### src/rtl/seven_segment_scanner.sv
// seven_segment_scanner: time-multiplexed driver for a DIGITS-digit hex
// seven-segment display. The display value is double-buffered, so a new value
// only takes effect at a frame boundary. The driver also does leading-zero
// suppression and per-digit blanking.
// Optional feature: define SEG_SCANNER_DP_EN to add the dp_mask input and the
// dp output for decimal points.
module seven_segment_scanner #(
   parameter int DIGITS     = 4,
   parameter int SCAN_DIV   = 50000,
   parameter int ACTIVE_LOW = 1
) (
   input  logic                  clk,
   input  logic                  rst,
   input  logic [4*DIGITS-1:0]   value,
   input  logic                  load,
   input  logic [DIGITS-1:0]     show,
   input  logic                  blank_lz,
`ifdef SEG_SCANNER_DP_EN
   input  logic [DIGITS-1:0]     dp_mask,
   output logic                  dp,
`endif
   output logic [6:0]            seg,
   output logic [DIGITS-1:0]     an,
   output logic                  frame_tick
);

   localparam int IDX_W = (DIGITS > 1) ? $clog2(DIGITS) : 1;
   localparam int CNT_W = $clog2(SCAN_DIV);
   localparam logic [CNT_W-1:0]  CNT_LAST = CNT_W'(SCAN_DIV - 1);
   localparam logic [IDX_W-1:0]  IDX_LAST = IDX_W'(DIGITS - 1);
   // The "off" patterns double as XOR masks that convert active-high data
   // to the polarity used on the board.
   localparam logic [6:0]        SEG_OFF  = (ACTIVE_LOW != 0) ? 7'h7F : 7'h00;
   localparam logic [DIGITS-1:0] AN_OFF   = (ACTIVE_LOW != 0) ? {DIGITS{1'b1}} : {DIGITS{1'b0}};

   // Parameter sanity: reject illegal configurations at elaboration.
   generate
      if ((DIGITS < 1) || (DIGITS > 8)) begin : g_bad_digits
         $error("seven_segment_scanner: DIGITS must be in 1..8");
      end
      if (SCAN_DIV < 2) begin : g_bad_div
         $error("seven_segment_scanner: SCAN_DIV must be at least 2");
      end
   endgenerate

   // Hex nibble to active-high segment pattern {g,f,e,d,c,b,a}.
   function automatic logic [6:0] hex_glyph(input logic [3:0] nib);
      logic [6:0] g;
      case (nib)
         4'h0:    g = 7'b0111111;
         4'h1:    g = 7'b0000110;
         4'h2:    g = 7'b1011011;
         4'h3:    g = 7'b1001111;
         4'h4:    g = 7'b1100110;
         4'h5:    g = 7'b1101101;
         4'h6:    g = 7'b1111101;
         4'h7:    g = 7'b0000111;
         4'h8:    g = 7'b1111111;
         4'h9:    g = 7'b1101111;
         4'hA:    g = 7'b1110111;
         4'hB:    g = 7'b1111100;
         4'hC:    g = 7'b0111001;
         4'hD:    g = 7'b1011110;
         4'hE:    g = 7'b1111001;
         4'hF:    g = 7'b1110001;
         default: g = 7'b0000000;
      endcase
      return g;
   endfunction

   logic [CNT_W-1:0]    cnt_q, cnt_d;
   logic [IDX_W-1:0]    idx_q, idx_d;
   logic [4*DIGITS-1:0] disp_q, disp_d;
   logic [DIGITS-1:0]   disp_show_q, disp_show_d;
   logic [4*DIGITS-1:0] pend_q, pend_d;
   logic [DIGITS-1:0]   pend_show_q, pend_show_d;
   logic                pend_valid_q, pend_valid_d;
   logic [6:0]          seg_q, seg_d;
   logic [DIGITS-1:0]   an_q, an_d;
   logic                frame_tick_q, frame_tick_d;

   logic                boundary_s;
   logic [3:0]          nib_s;
   logic                shown_s;
   logic                lz_s;
   logic                blank_s;
   logic [DIGITS-1:0]   an_hi_s;

   // Scan timing: dwell counter, digit index and frame-boundary detect.
   always_comb begin
      cnt_d      = cnt_q;
      idx_d      = idx_q;
      boundary_s = 1'b0;
      if (cnt_q == CNT_LAST) begin
         cnt_d = {CNT_W{1'b0}};
         if (idx_q == IDX_LAST) begin
            idx_d      = {IDX_W{1'b0}};
            boundary_s = 1'b1;
         end else begin
            idx_d      = idx_q + 1'b1;
            boundary_s = 1'b0;
         end
      end else begin
         cnt_d = cnt_q + 1'b1;
      end
   end

   // Double buffer: loads park in pend and move to disp at a frame boundary;
   // a load landing on the boundary goes straight to disp.
   always_comb begin
      disp_d       = disp_q;
      disp_show_d  = disp_show_q;
      pend_d       = pend_q;
      pend_show_d  = pend_show_q;
      pend_valid_d = pend_valid_q;
      if (boundary_s) begin
         if (load) begin
            disp_d      = value;
            disp_show_d = show;
         end else if (pend_valid_q) begin
            disp_d      = pend_q;
            disp_show_d = pend_show_q;
         end else begin
            disp_d      = disp_q;
         end
         pend_valid_d = 1'b0;
      end else if (load) begin
         pend_d       = value;
         pend_show_d  = show;
         pend_valid_d = 1'b1;
      end else begin
         pend_valid_d = pend_valid_q;
      end
   end

   // Select the active digit and decide whether it is blanked. Leading-zero
   // suppression looks at every nibble from the top digit down to idx.
   always_comb begin
      nib_s   = 4'h0;
      shown_s = 1'b0;
      lz_s    = 1'b1;
      an_hi_s = {DIGITS{1'b0}};
      for (int i = 0; i < DIGITS; i++) begin
         an_hi_s[i] = (IDX_W'(i) == idx_q);
         nib_s      = nib_s | (disp_q[4*i +: 4] & {4{an_hi_s[i]}});
         shown_s    = shown_s | (disp_show_q[i] & an_hi_s[i]);
         lz_s       = lz_s & ~((IDX_W'(i) >= idx_q) & (disp_q[4*i +: 4] != 4'h0));
      end
      blank_s = ~shown_s | (blank_lz & (idx_q != {IDX_W{1'b0}}) & lz_s);
   end

   // Output stage: glyph and anode for the active digit, in board polarity.
   always_comb begin
      frame_tick_d = boundary_s;
      if (blank_s) begin
         seg_d = SEG_OFF;
         an_d  = AN_OFF;
      end else begin
         seg_d = hex_glyph(nib_s) ^ SEG_OFF;
         an_d  = an_hi_s ^ AN_OFF;
      end
   end

   // State and output registers with synchronous reset.
   always_ff @(posedge clk) begin
      if (rst) begin
         cnt_q        <= {CNT_W{1'b0}};
         idx_q        <= {IDX_W{1'b0}};
         disp_q       <= {(4*DIGITS){1'b0}};
         disp_show_q  <= {DIGITS{1'b1}};
         pend_q       <= {(4*DIGITS){1'b0}};
         pend_show_q  <= {DIGITS{1'b0}};
         pend_valid_q <= 1'b0;
         seg_q        <= SEG_OFF;
         an_q         <= AN_OFF;
         frame_tick_q <= 1'b0;
      end else begin
         cnt_q        <= cnt_d;
         idx_q        <= idx_d;
         disp_q       <= disp_d;
         disp_show_q  <= disp_show_d;
         pend_q       <= pend_d;
         pend_show_q  <= pend_show_d;
         pend_valid_q <= pend_valid_d;
         seg_q        <= seg_d;
         an_q         <= an_d;
         frame_tick_q <= frame_tick_d;
      end
   end

   assign seg        = seg_q;
   assign an         = an_q;
   assign frame_tick = frame_tick_q;

`ifdef SEG_SCANNER_DP_EN
   localparam logic DP_OFF = (ACTIVE_LOW != 0) ? 1'b1 : 1'b0;

   logic [DIGITS-1:0] disp_dp_q, disp_dp_d;
   logic [DIGITS-1:0] pend_dp_q, pend_dp_d;
   logic              dp_q, dp_d;
   logic              dp_bit_s;

   // Decimal-point mask follows the same pend/disp path as show.
   always_comb begin
      disp_dp_d = disp_dp_q;
      pend_dp_d = pend_dp_q;
      if (boundary_s) begin
         if (load) begin
            disp_dp_d = dp_mask;
         end else if (pend_valid_q) begin
            disp_dp_d = pend_dp_q;
         end else begin
            disp_dp_d = disp_dp_q;
         end
      end else if (load) begin
         pend_dp_d = dp_mask;
      end else begin
         pend_dp_d = pend_dp_q;
      end
      dp_bit_s = 1'b0;
      for (int i = 0; i < DIGITS; i++) begin
         dp_bit_s = dp_bit_s | (disp_dp_q[i] & an_hi_s[i]);
      end
      if (blank_s) begin
         dp_d = DP_OFF;
      end else begin
         dp_d = dp_bit_s ^ DP_OFF;
      end
   end

   // Decimal-point registers; points start dark out of reset.
   always_ff @(posedge clk) begin
      if (rst) begin
         disp_dp_q <= {DIGITS{1'b0}};
         pend_dp_q <= {DIGITS{1'b0}};
         dp_q      <= DP_OFF;
      end else begin
         disp_dp_q <= disp_dp_d;
         pend_dp_q <= pend_dp_d;
         dp_q      <= dp_d;
      end
   end

   assign dp = dp_q;
`else
   // No decimal-point path in this configuration.
`endif

endmodule

### config.mk
export PLATFORM = sky130hd
export DESIGN_NAME = seven_segment_scanner
export DESIGN_NICKNAME = d
export VERILOG_FILES = /design/src/rtl/seven_segment_scanner.sv
export SDC_FILE = /design/constraint.sdc
export NUM_CORES = 1
export LEC_CHECK = 0
export ABC_AREA = 1
export CORE_UTILIZATION = 45
export CTS_BUF_LIST = sky130_fd_sc_hd__clkbuf_16
export DETAILED_ROUTE_END_ITERATION = 10
export GPL_ROUTABILITY_DRIVEN = 0
export PLACE_DENSITY = 0.65
export SLEW_MARGIN = 5
export SYNTH_ARGS = -nofsm -noshare
export SYNTH_HDL_FRONTEND = slang
export SYNTH_SLANG_ARGS = --single-unit
### constraint.sdc
create_clock -name clk -period 2.3 [get_ports clk]
set_input_delay 0.345 -clock clk [delete_from_list [all_inputs] [get_ports clk]]
set_output_delay 0.345 -clock clk [all_outputs]
set_load 0.02 [all_outputs]
==> results.sh <==
export IMPL_path_clk_slew_ps=60
export IMPL_antenna_found_initial=0
export IMPL_r2r_start="idx_q[1]"
export IMPL_reg2reg_to="seg[6]"
export IMPL_fin_crit_sh_pct=85.0
export IMPL_clock_skew_final_ps=5.69
export IMPL_maxCapViolations=0
export IMPL_remaining_drc_errors=0
export IMPL_cts_setup_buffers=0
export IMPL_ant_nets=0
export IMPL_routed_wl_mm=7.82
export IMPL_grt_pass1_wl_mm=13.9
export IMPL_drt_iter0_drc=164
export IMPL_setup_viol=0
export IMPL_die_h_um=91.8
export IMPL_yosys_top_cells_area="dfxtp_1 39%, nand2_1 16%, nor2_1 5.7%, nand4_1 4.5%, inv_1 4.5%"
export IMPL_rows=32
export IMPL_syn_num_nets=556
export IMPL_vias=3300
export IMPL_crit_path_end_kind="register"
export IMPL_intPower_w=0.00219
export IMPL_r2r_slack_ps=350
export IMPL_fin_nets=589
export IMPL_holdBufCountCts=0
export IMPL_grt_usage_pct=20.5
export IMPL_tritoncts="built"
export IMPL_cts_root_buf="clkbuf_16"
export IMPL_dr_pass1_iters=4
export IMPL_syn_to_final_growth_pct=18.5
export IMPL_clock_latency_ps=330
export IMPL_layout_setup_ws_ps=346
export IMPL_fp_dieW_um=91.8
export IMPL_cts_max_level=3
export IMPL_yosysTopAreaCell="dfxtp_1"
export IMPL_yosysSeqAreaShare_pct=39.2
export IMPL_final_area_um2=4300
export IMPL_timing_setup_tns_ps=0
export IMPL_clock_path_buffers=2
export IMPL_avgSynthCellArea_um2=6.96
export IMPL_critPathArrivalTime_ps=2160
export IMPL_initial_core_util_pct=46.7
export IMPL_core_um2=7770
export IMPL_dp_final_hpwl_mm=5.56
export IMPL_synth_cells=521
export IMPL_cp_max_fo=9
export IMPL_drive_gt1_share_pct=7.16
export IMPL_wl_per_cell_um=11.8
export IMPL_num_antenna_cells=0
export IMPL_rsz0062_at_grt="no"
export IMPL_synth_area_um2=3630
export IMPL_yosys_warnings=0
export IMPL_hold_depth=1
export IMPL_power_share_sequential_pct=45.2
export IMPL_clkPwrFrac_pct=47.3
export IMPL_crit_type="reg2reg"
export IMPL_vias_per_cell=4.99
export IMPL_pin_count=36
export IMPL_yosys_area_top_type_share_pct=39.2
export IMPL_final_cell_mix="153 x nand2_1, 71 x dfxtp_1, 55 x nor2_1"
export IMPL_cp_required_ps=2510
export IMPL_placed_cell_area_um2=4010
export IMPL_relSlewSlack_pct=72.6
export IMPL_synth_distinct_cells=28
export IMPL_vdd_ir_drop_max_mv=0.336
export IMPL_cp_start_kind="register"
export IMPL_place_ws_ps=381
export IMPL_cts_sinks=71
export IMPL_finalCriticalPeriod_ps=1950
export IMPL_die_area_um2=8420
export IMPL_power_density_nw_per_um2=659
export IMPL_timing_hold_violations_final=0
export IMPL_r2r_cells=7
export IMPL_holdPathEnd="cnt_q[0]"
export IMPL_comb_power_share_pct=7.5
export IMPL_slew_viol_final=0
export IMPL_fmax_mhz=512
export IMPL_grt_pass1_vias=3035
export IMPL_min_delay_path_class="reg2reg"
export IMPL_worst_pin_slew_ps=408
export IMPL_p_leak_nw=1.75
export IMPL_numPortBuffers=35
export IMPL_ctsResizeCount=0
export IMPL_switching_power_w=0.000638
export IMPL_numCtsBuffers=9
export IMPL_hp_start="cnt_q[0]"
export IMPL_grt_overflow=0
export IMPL_status="finished clean"
export IMPL_grt_max_degree=34
export IMPL_num_fill_cells=763
export IMPL_ys_ff_latch=71
export IMPL_switching_share_pct=22.6
export IMPL_layout_commonest_cell="nand2_1"
[stage by stage]
step,cells,total power (W),util (%),hold WS (ps)
floorplan,521,0.00144,-,430
global placement,645,0.00151,51.6,444
detailed placement,645,0.00152,51.6,457
CTS,661,0.00286,55.3,470
global route,661,0.00295,55.3,499
finish,661,0.00283,55.3,468
[worst max path at each step]
stage / start / endpoint / cells past startpoint
2_1_floorplan: idx_q[0] / seg[3] / 9
3_3_place_gp: idx_q[0] / seg[3] / 8
3_5_place_dp: idx_q[0] / seg[3] / 8
4_1_cts: idx_q[0] / seg[3] / 8
5_1_grt: idx_q[0] / seg[3] / 8
6_report: idx_q[1] / seg[6] / 7
[cell families (layout without fill, tap and decap cells)]
logic type | after synthesis | after routing | share of synthesized area, %
xor gates and xnor gates | 3 | 3 | 0.725
and+or+nand+nor | 304 | 304 | 38.2
DFF | 71 | 71 | 39.2
adders and majority gates | 11 | 11 | 3.80
buffers and inverters | 74 | 112 | 10.0
AOI/OAI and AO/OA | 58 | 58 | 8.07
[area by class of cell]
class,count,area [um2],area share [%]
multi-input combinational,376,1840,42.8
timing repair buffer,45,425,9.90
clock inverter,7,63.8,1.49
tap,102,128,2.97
sequential,71,1420,33.1
inverter,51,191,4.46
clock buffer,9,225,5.24
[sequential cells by signal, summed over array words and instances (netlist names)]
signal        count
frame_tick        1
seg               7
pend_show_q       4
an                4
cnt_q            16
disp_show_q       4
pend_valid_q      1
pend_q           16
disp_q           16
idx_q             2
[worst max-delay path, cell delays in order (launching register included)]
cell	delay, ps
dfxtp_1	390
ha_1	330
buf_4	220
nand2_1	70
nand4_1	260
clkinv_1	290
o21ai_0	220
nand2_1	60
[Yosys cell counts]
cell      count
nand2_4       1
o21ai_0      28
nand3_1      31
xor2_1        3
buf_4         5
buf_6         6
clkbuf_4      1
nand4_1      26
nand2_2       3
nor3_1       10
clkinv_1      4
nor2_1       55
nand3_4       2
dfxtp_1      71
inv_2         4
nor2_4        1
o211ai_1      1
ha_1         11
buf_12        1
inv_1        43
nand3b_1     17
buf_2         2
nor2_2        4
buf_1         1
clkbuf_1      7
or2_0         1
a21oi_1      29
nand2_1     153
[metal layers]
metal	track usage (%)	vias to the layer above	routed length, um
met5	0	-	0
met4	7.16	0	100
met3	4.48	7	317
met2	35.2	68	3800
met1	25.4	1474	3600
li1	-	1751	-
[power groups by stage]
| stage | Clock, W | Sequential (W) | Combinational, W |
|---|---|---|---|
| 2_1_floorplan | 0 | 0.00131 | 0.000125 |
| 3_3_place_gp | 0 | 0.00130 | 0.000209 |
| 3_5_place_dp | 0 | 0.00131 | 0.000213 |
| 4_1_cts | 0.00137 | 0.00128 | 0.000214 |
| 5_1_grt | 0.00143 | 0.00128 | 0.000241 |
| 6_report | 0.00134 | 0.00128 | 0.000212 |
Note: power is estimated with default switching activity, not from simulation.
